--- src/rtl/mem_byte_port_pkg.sv ---
// Shared types and constants for the mem_byte_port load/store adapter.
// Used by mem_byte_port and mem_byte_lane; the alignment check is selected by MEM_BYTE_PORT_ALIGN_CHECK_EN.
package mem_byte_port_pkg;

  typedef enum logic [2:0] {
    IDLE    = 3'd0,
    RD      = 3'd1,
    RD_WAIT = 3'd2,
    WR      = 3'd3,
    ERR     = 3'd4
  } state_t;

  typedef enum logic {
    SZ_BYTE = 1'b0,
    SZ_HALF = 1'b1
  } size_t;

  localparam int LANE_W = 8;

  function automatic logic [2*LANE_W-1:0] zext_byte(input logic [LANE_W-1:0] b);
    return {{LANE_W{1'b0}}, b};
  endfunction

endpackage

--- src/rtl/mem_byte_port_if.sv ---
// CPU request/response and memory word-port signals of mem_byte_port.
// slave is the adapter side; master is the CPU plus memory environment side.
interface mem_byte_port_if #(
  parameter int ADDR_WIDTH = 12
);

  logic                  req_valid_i;
  logic                  req_ready_o;
  logic                  req_we_i;
  logic                  req_size_i;
  logic [ADDR_WIDTH:0]   req_addr_i;
  logic [15:0]           req_wdata_i;
  logic                  rsp_valid_o;
  logic [15:0]           rsp_rdata_o;
  logic                  rsp_err_o;
  logic [ADDR_WIDTH-1:0] mem_addr_o;
  logic                  mem_enable_o;
  logic                  mem_rd_en_o;
  logic                  mem_wr_en_o;
  logic [15:0]           mem_value_o;
  logic [15:0]           mem_value_i;

  modport slave (
    input  req_valid_i, req_we_i, req_size_i, req_addr_i, req_wdata_i, mem_value_i,
    output req_ready_o, rsp_valid_o, rsp_rdata_o, rsp_err_o,
    output mem_addr_o, mem_enable_o, mem_rd_en_o, mem_wr_en_o, mem_value_o
  );

  modport master (
    output req_valid_i, req_we_i, req_size_i, req_addr_i, req_wdata_i, mem_value_i,
    input  req_ready_o, rsp_valid_o, rsp_rdata_o, rsp_err_o,
    input  mem_addr_o, mem_enable_o, mem_rd_en_o, mem_wr_en_o, mem_value_o
  );

endinterface

--- src/rtl/mem_byte_port_lane.sv ---
// Combinational lane logic: load extract with zero-extend, and byte merge for read-modify-write.
module mem_byte_lane
  import mem_byte_port_pkg::*;
(
  input  logic                  lane_sel,
  input  size_t                 size,
  input  logic [2*LANE_W-1:0]   rd_word,
  input  logic [LANE_W-1:0]     wr_byte,
  output logic [2*LANE_W-1:0]   ld_data,
  output logic [2*LANE_W-1:0]   merged
);

  // load data: whole word for halfwords, selected byte zero-extended otherwise
  always_comb begin
    ld_data = {(2*LANE_W){1'b0}};
    if (size == SZ_HALF) begin
      ld_data = rd_word;
    end else if (lane_sel) begin
      ld_data = zext_byte(rd_word[2*LANE_W-1:LANE_W]);
    end else begin
      ld_data = zext_byte(rd_word[LANE_W-1:0]);
    end
  end

  // store merge: the untouched lane keeps the value read from memory
  always_comb begin
    merged = rd_word;
    if (lane_sel) begin
      merged = {wr_byte, rd_word[LANE_W-1:0]};
    end else begin
      merged = {rd_word[2*LANE_W-1:LANE_W], wr_byte};
    end
  end

endmodule

--- src/rtl/mem_byte_port.sv ---
// Byte/halfword load-store adapter onto a 16-bit synchronous memory, byte stores via read-modify-write.
// Define MEM_BYTE_PORT_ALIGN_CHECK_EN to reject misaligned halfwords with an error response.
module mem_byte_port
  import mem_byte_port_pkg::*;
#(
  parameter int ADDR_WIDTH = 12
) (
  input  logic            clk_i,
  input  logic            rst_i,
  mem_byte_port_if.slave  bus
);

  state_t              state_r;
  state_t              state_s;
  logic                we_r;
  size_t               size_r;
  logic [ADDR_WIDTH:0] addr_r;
  logic [15:0]         wdata_r;
  logic [15:0]         merge_r;

  logic                accept_s;
  logic                misaligned_s;
  logic [15:0]         ld_data_s;
  logic [15:0]         merged_s;

  logic                ready_s;
  logic                rsp_valid_s;
  logic [15:0]         rsp_rdata_s;
  logic                rsp_err_s;
  logic                rd_en_s;
  logic                wr_en_s;
  logic [15:0]         mem_value_s;

  assign accept_s = bus.req_valid_i & ready_s;

`ifdef MEM_BYTE_PORT_ALIGN_CHECK_EN
  assign misaligned_s = (size_t'(bus.req_size_i) == SZ_HALF) & bus.req_addr_i[0];
`else
  assign misaligned_s = 1'b0;
`endif

  mem_byte_lane u_lane (
    .lane_sel (addr_r[0]),
    .size     (size_r),
    .rd_word  (bus.mem_value_i),
    .wr_byte  (wdata_r[LANE_W-1:0]),
    .ld_data  (ld_data_s),
    .merged   (merged_s)
  );

  // state register
  always_ff @(posedge clk_i) begin
    if (rst_i) begin
      state_r <= IDLE;
    end else begin
      state_r <= state_s;
    end
  end

  // request latch on accept, merged word captured in RD_WAIT of a byte store
  always_ff @(posedge clk_i) begin
    if (rst_i) begin
      we_r    <= 1'b0;
      size_r  <= SZ_BYTE;
      addr_r  <= '0;
      wdata_r <= 16'h0000;
      merge_r <= 16'h0000;
    end else begin
      if (accept_s) begin
        we_r    <= bus.req_we_i;
        size_r  <= size_t'(bus.req_size_i);
        addr_r  <= bus.req_addr_i;
        wdata_r <= bus.req_wdata_i;
      end
      if ((state_r == RD_WAIT) && we_r) begin
        merge_r <= merged_s;
      end
    end
  end

  // next-state logic
  always_comb begin
    state_s = state_r;
    case (state_r)
      IDLE: begin
        if (!accept_s) begin
          state_s = IDLE;
        end else if (misaligned_s) begin
          state_s = ERR;
        end else if (bus.req_we_i && (size_t'(bus.req_size_i) == SZ_HALF)) begin
          state_s = WR;
        end else begin
          state_s = RD;
        end
      end
      RD:      state_s = RD_WAIT;
      RD_WAIT: begin
        if (we_r) begin
          state_s = WR;
        end else begin
          state_s = IDLE;
        end
      end
      WR:      state_s = IDLE;
      ERR:     state_s = IDLE;
      default: state_s = IDLE;
    endcase
  end

  // outputs decoded from state; reset masks every strobe and the response immediately
  always_comb begin
    ready_s     = 1'b0;
    rsp_valid_s = 1'b0;
    rsp_rdata_s = 16'h0000;
    rsp_err_s   = 1'b0;
    rd_en_s     = 1'b0;
    wr_en_s     = 1'b0;
    mem_value_s = 16'h0000;
    if (!rst_i) begin
      case (state_r)
        IDLE: ready_s = 1'b1;
        RD:   rd_en_s = 1'b1;
        RD_WAIT: begin
          if (!we_r) begin
            rsp_valid_s = 1'b1;
            rsp_rdata_s = ld_data_s;
          end else begin
            rsp_valid_s = 1'b0;
          end
        end
        WR: begin
          wr_en_s     = 1'b1;
          rsp_valid_s = 1'b1;
          if (size_r == SZ_HALF) begin
            mem_value_s = wdata_r;
          end else begin
            mem_value_s = merge_r;
          end
        end
        ERR: begin
          rsp_valid_s = 1'b1;
`ifdef MEM_BYTE_PORT_ALIGN_CHECK_EN
          rsp_err_s   = 1'b1;
`else
          rsp_err_s   = 1'b0;
`endif
        end
        default: ready_s = 1'b0;
      endcase
    end else begin
      ready_s = 1'b0;
    end
  end

  assign bus.req_ready_o  = ready_s;
  assign bus.rsp_valid_o  = rsp_valid_s;
  assign bus.rsp_rdata_o  = rsp_rdata_s;
  assign bus.rsp_err_o    = rsp_err_s;
  assign bus.mem_addr_o   = addr_r[ADDR_WIDTH:1];
  assign bus.mem_rd_en_o  = rd_en_s;
  assign bus.mem_wr_en_o  = wr_en_s;
  assign bus.mem_enable_o = rd_en_s | wr_en_s;
  assign bus.mem_value_o  = mem_value_s;

endmodule

--- src/flat_wrapper.sv ---
// flat-port wrapper written by rule: the top's interface ports become plain ports
module mem_byte_port_flat import mem_byte_port_pkg::*;
#(
  parameter int ADDR_WIDTH = 12
)
  (clk_i, rst_i, bus_req_valid_i, bus_req_we_i, bus_req_size_i, bus_req_addr_i, bus_req_wdata_i, bus_mem_value_i, bus_req_ready_o, bus_rsp_valid_o, bus_rsp_rdata_o, bus_rsp_err_o, bus_mem_addr_o, bus_mem_enable_o, bus_mem_rd_en_o, bus_mem_wr_en_o, bus_mem_value_o);
  mem_byte_port_if #(.ADDR_WIDTH(ADDR_WIDTH)) bus_i ();
  input  logic clk_i;
  input  logic rst_i;
  input wire logic [$bits(bus_i.req_valid_i)-1:0] bus_req_valid_i;
  input wire logic [$bits(bus_i.req_we_i)-1:0] bus_req_we_i;
  input wire logic [$bits(bus_i.req_size_i)-1:0] bus_req_size_i;
  input wire logic [$bits(bus_i.req_addr_i)-1:0] bus_req_addr_i;
  input wire logic [$bits(bus_i.req_wdata_i)-1:0] bus_req_wdata_i;
  input wire logic [$bits(bus_i.mem_value_i)-1:0] bus_mem_value_i;
  output wire logic [$bits(bus_i.req_ready_o)-1:0] bus_req_ready_o;
  output wire logic [$bits(bus_i.rsp_valid_o)-1:0] bus_rsp_valid_o;
  output wire logic [$bits(bus_i.rsp_rdata_o)-1:0] bus_rsp_rdata_o;
  output wire logic [$bits(bus_i.rsp_err_o)-1:0] bus_rsp_err_o;
  output wire logic [$bits(bus_i.mem_addr_o)-1:0] bus_mem_addr_o;
  output wire logic [$bits(bus_i.mem_enable_o)-1:0] bus_mem_enable_o;
  output wire logic [$bits(bus_i.mem_rd_en_o)-1:0] bus_mem_rd_en_o;
  output wire logic [$bits(bus_i.mem_wr_en_o)-1:0] bus_mem_wr_en_o;
  output wire logic [$bits(bus_i.mem_value_o)-1:0] bus_mem_value_o;
  assign bus_i.req_valid_i = bus_req_valid_i;
  assign bus_i.req_we_i = bus_req_we_i;
  assign bus_i.req_size_i = bus_req_size_i;
  assign bus_i.req_addr_i = bus_req_addr_i;
  assign bus_i.req_wdata_i = bus_req_wdata_i;
  assign bus_i.mem_value_i = bus_mem_value_i;
  assign bus_req_ready_o = bus_i.req_ready_o;
  assign bus_rsp_valid_o = bus_i.rsp_valid_o;
  assign bus_rsp_rdata_o = bus_i.rsp_rdata_o;
  assign bus_rsp_err_o = bus_i.rsp_err_o;
  assign bus_mem_addr_o = bus_i.mem_addr_o;
  assign bus_mem_enable_o = bus_i.mem_enable_o;
  assign bus_mem_rd_en_o = bus_i.mem_rd_en_o;
  assign bus_mem_wr_en_o = bus_i.mem_wr_en_o;
  assign bus_mem_value_o = bus_i.mem_value_o;
  mem_byte_port #(.ADDR_WIDTH(ADDR_WIDTH)) u_core (.clk_i(clk_i), .rst_i(rst_i), .bus(bus_i));
endmodule
--- config.mk ---
export PLATFORM = sky130hd
export DESIGN_NAME = mem_byte_port_flat
export DESIGN_NICKNAME = d
export VERILOG_FILES = /design/src/rtl/mem_byte_port_pkg.sv /design/src/rtl/mem_byte_port_if.sv /design/src/rtl/mem_byte_port_lane.sv /design/src/rtl/mem_byte_port.sv /design/src/flat_wrapper.sv
export SDC_FILE = /design/constraint.sdc
export NUM_CORES = 1
export LEC_CHECK = 0
export ABC_AREA = 1
export CAP_MARGIN = 20
export CORE_MARGIN = 2
export CORE_UTILIZATION = 48
export DETAILED_ROUTE_END_ITERATION = 7
export GPL_ROUTABILITY_DRIVEN = 0
export GPL_TIMING_DRIVEN = 0
export HOLD_SLACK_MARGIN = 0.1
export PLACE_DENSITY = 0.93
export SLEW_MARGIN = 0
export SYNTH_ARGS = -nofsm -noshare
export SYNTH_HDL_FRONTEND = slang
export SYNTH_SLANG_ARGS = --single-unit
--- constraint.sdc ---
create_clock -name clk_i -period 3.3 [get_ports clk_i]
set_input_delay 0.66 -clock clk_i [delete_from_list [all_inputs] [get_ports clk_i]]
set_output_delay 0.66 -clock clk_i [all_outputs]
set_load 0.02 [all_outputs]
==> flow_summary.toml <==
[critical_path]
r2r_cells = 5
reg2reg_from = "u_core.addr_r[0]$_SDFFE_PP0N_"
criticalPathCategory = "flip-flop to output pin"
worst_setup_path_start_kind = "flip-flop"
required_ns = 2.64
timing.rr.end = "u_core.merge_r[12]$_SDFFE_PP0P_"
worst_setup_path_end_kind = "output pin"
crit_fanout = 10
timing.reg2reg.setup_slack_ns = 1.92
cp.arrival_ns = 2.24

[synthesis]
ys_seq_area_frac = 0.3662
yosysMostFrequentCell = "nand2_1"
synth.avg_cell_area_sq_um = 6.006
yosysTopAreaCell = "dfxtp_1"
syn_area_sq_um = 2679
ys_types = 19
ys_top_cells_by_count = "163 x nand2_1, 67 x inv_1, 61 x nor2_1"
ys_ff_latch = 49
synth_nets = 496
ys.warnings.count = 0
synth_edf_count = 0
synthDominantCellAreaShare = 0.3662
syn_inst = 446
ys_async_sr_fraction = 0
synth_area_leaders = "dfxtp_1 37%, nand2_1 23%, inv_1 9.4%"
synth_ff_type = "dfxtp_1"

[grt]
grt_max_degree = 15
grt-ovfl-total = 0
grt_first_pass_wirelength_um = 12630
grt_pass1_vias = 2896
grt_use_total = 0.2544
antenna_found_initial = 0

[place]
placement.io_buffers = 97
place_area_sq_um = 3740
dp_hpwl_um = 5720

[final_layout]
area_growth_pct = 42.64
drive_gt1_frac = 0.05818
fill_cells = 455
stdcell_area_sq_um = 3821
num-nets-final = 600
n_antenna_cell = 0
seq_area_sq_um = 980.9
multi_input_area_sq_um = 1276

[cts]
h-tree-depth = 2
cts_max_path_buffers = 2
post_cts_buffers = 0
postCtsHoldBufs = 0
cts_tree = "done"
ctsResizeCount = 0
cts_buffers = 5
clk_latency_ns = 0.30
cts_sinks = 49
root_buffer = "clkbuf_8"
clkTransAtPathRegs_ns = 0.08

[drt]
wl_per_cell_um = 12.36
vias = 3081
drtIter0Drc = 272
postRouteAntennaNets = 0
drt_wl_total_um = 7691
drc = 0
via_per_inst = 4.953
dr.pass1.iters = 6

[timing]
hold_violations = 0
setup_tns_ns = 0
rsz0062_at_grt = "false"
finalSetupViolations = 0
finalClockSkew_ns = 0.01009
slew_violations = 0
period_minus_slack_ns = 2.903
fmax_mhz = 344.5
finalCritPeriodShare = 0.8797

[min_path]
hold_depth = 2
hp-start = "u_core.merge_r[0]$_SDFFE_PP0P_"
hp-class = "flip-flop to flip-flop"
holdPathEnd = "u_core.merge_r[0]$_SDFFE_PP0P_"

[die]
start_util = 0.4925
fp.coreArea_sq_um = 5439
rows = 27
die-area_sq_um = 6194
die_h_um = 78.71
die_x_um = 78.71
num_io_pins = 100

[power_and_ir_drop]
power_density_nw_per_um2 = 327.5
p_leak_nw = 1.812
peakVddDrop_v = 0.0002738

[flow_run]
cap_violations = 0

[status]
status = "completed"
through the flow:
step	power, mW	worst slack (ns)	cells	util	hold slack, ns
final	1.251	0.3970	622	0.7026	0.4711
after global routing	1.319	0.3065	622	0.7026	0.4893
after CTS	1.255	0.4428	622	0.7026	0.4696
after detailed placement	0.9237	0.4993	615	0.6876	0.4579
after global placement	0.9156	0.5573	615	0.6876	0.4525
after floorplan	0.7960	1.116	446	-	0.4442
state kept, by name, indices dropped and copies added (netlist names):
register	flops
u_core.addr_r	13
u_core.we_r	1
u_core.merge_r	16
u_core.wdata_r	16
u_core.state_r	2
u_core.size_r	1
layout by cell type, fill, tap and decap left out:
| master | synthesis | layout |
|---|---|---|
| nand2_1 | 163 | 163 |
| clkdlybuf4s50_1 | 0 | 97 |
| inv_1 | 67 | 67 |
| nor2_1 | 61 | 61 |
| dfxtp_1 | 49 | 49 |
| o21ai_0 | 40 | 40 |
| a21oi_1 | 21 | 21 |
| buf_2 | 9 | 9 |
| nor3_1 | 9 | 9 |
| clkbuf_1 | 7 | 8 |
| buf_6 | 7 | 7 |
| clkbuf_8 | 0 | 5 |
| nor2_2 | 2 | 2 |
| inv_2 | 2 | 2 |
| nand3_4 | 2 | 2 |
| nand4_1 | 2 | 2 |
| nand3_2 | 1 | 1 |
| clkbuf_2 | 1 | 1 |
| nor2_4 | 1 | 1 |
| buf_4 | 1 | 1 |
| conb_1 | 1 | 1 |
| clkinv_4 | 0 | 1 |
where the power goes:
part / total, mW / switching (mW) / internal, mW
Sequential: 0.634 / 0.0145 / 0.620
Clock: 0.337 / 0.190 / 0.147
Combinational: 0.281 / 0.153 / 0.127
critical path, cell delays in order (launching register included):
cell	delay, ns
dfxtp_1	0.31
inv_1	0.19
nand2_1	0.20
buf_2	0.23
o21ai_0	0.24
nand2_1	0.08
inv_1	0.07
clkdlybuf4s50_1	0.62
kinds of logic after synthesis:
logic type             Yosys count  synth area share
AND/OR/NAND/NOR                241            0.3610
buffers and inverters           94            0.1574
AO/OA/AOI/OAI                   61            0.1140
flip-flops                      49            0.3662
other                            1          0.001400
worst max-delay path by stage:
stage          cells past startpoint                         start             endpoint
3_5_place_dp                       6           bus_mem_value_i[12]   bus_rsp_rdata_o[4]
3_3_place_gp                       6           bus_mem_value_i[13]   bus_rsp_rdata_o[5]
5_1_grt                            6  u_core.state_r[0]$_SDFF_PP0_   bus_rsp_rdata_o[5]
6_report                           7    u_core.size_r$_SDFFE_PP0N_   bus_rsp_rdata_o[4]
2_1_floorplan                      4                         rst_i  bus_rsp_rdata_o[10]
4_1_cts                            6  u_core.state_r[0]$_SDFF_PP0_   bus_rsp_rdata_o[4]
layer usage:
layer  part of all wire  GRT usage  vias up
li1                   -          -     1538
met3              0.083    0.05455       23
met4              0.028    0.08772        0
met1               0.42     0.3216     1371
met2               0.47     0.4299      149
met5                  0          0        -
area by class of cell:
| cell class | instances | area share |
|---|---|---|
| sequential | 49 | 0.2567 |
| buffer | 25 | 0.04257 |
| timing repair buffer | 97 | 0.2541 |
| tap | 72 | 0.02358 |
| inverter | 69 | 0.06778 |
| clock inverter | 1 | 0.002292 |
| clock buffer | 6 | 0.01899 |
| multi-input combinational | 303 | 0.3340 |
Power figures use the tool's default switching activity.
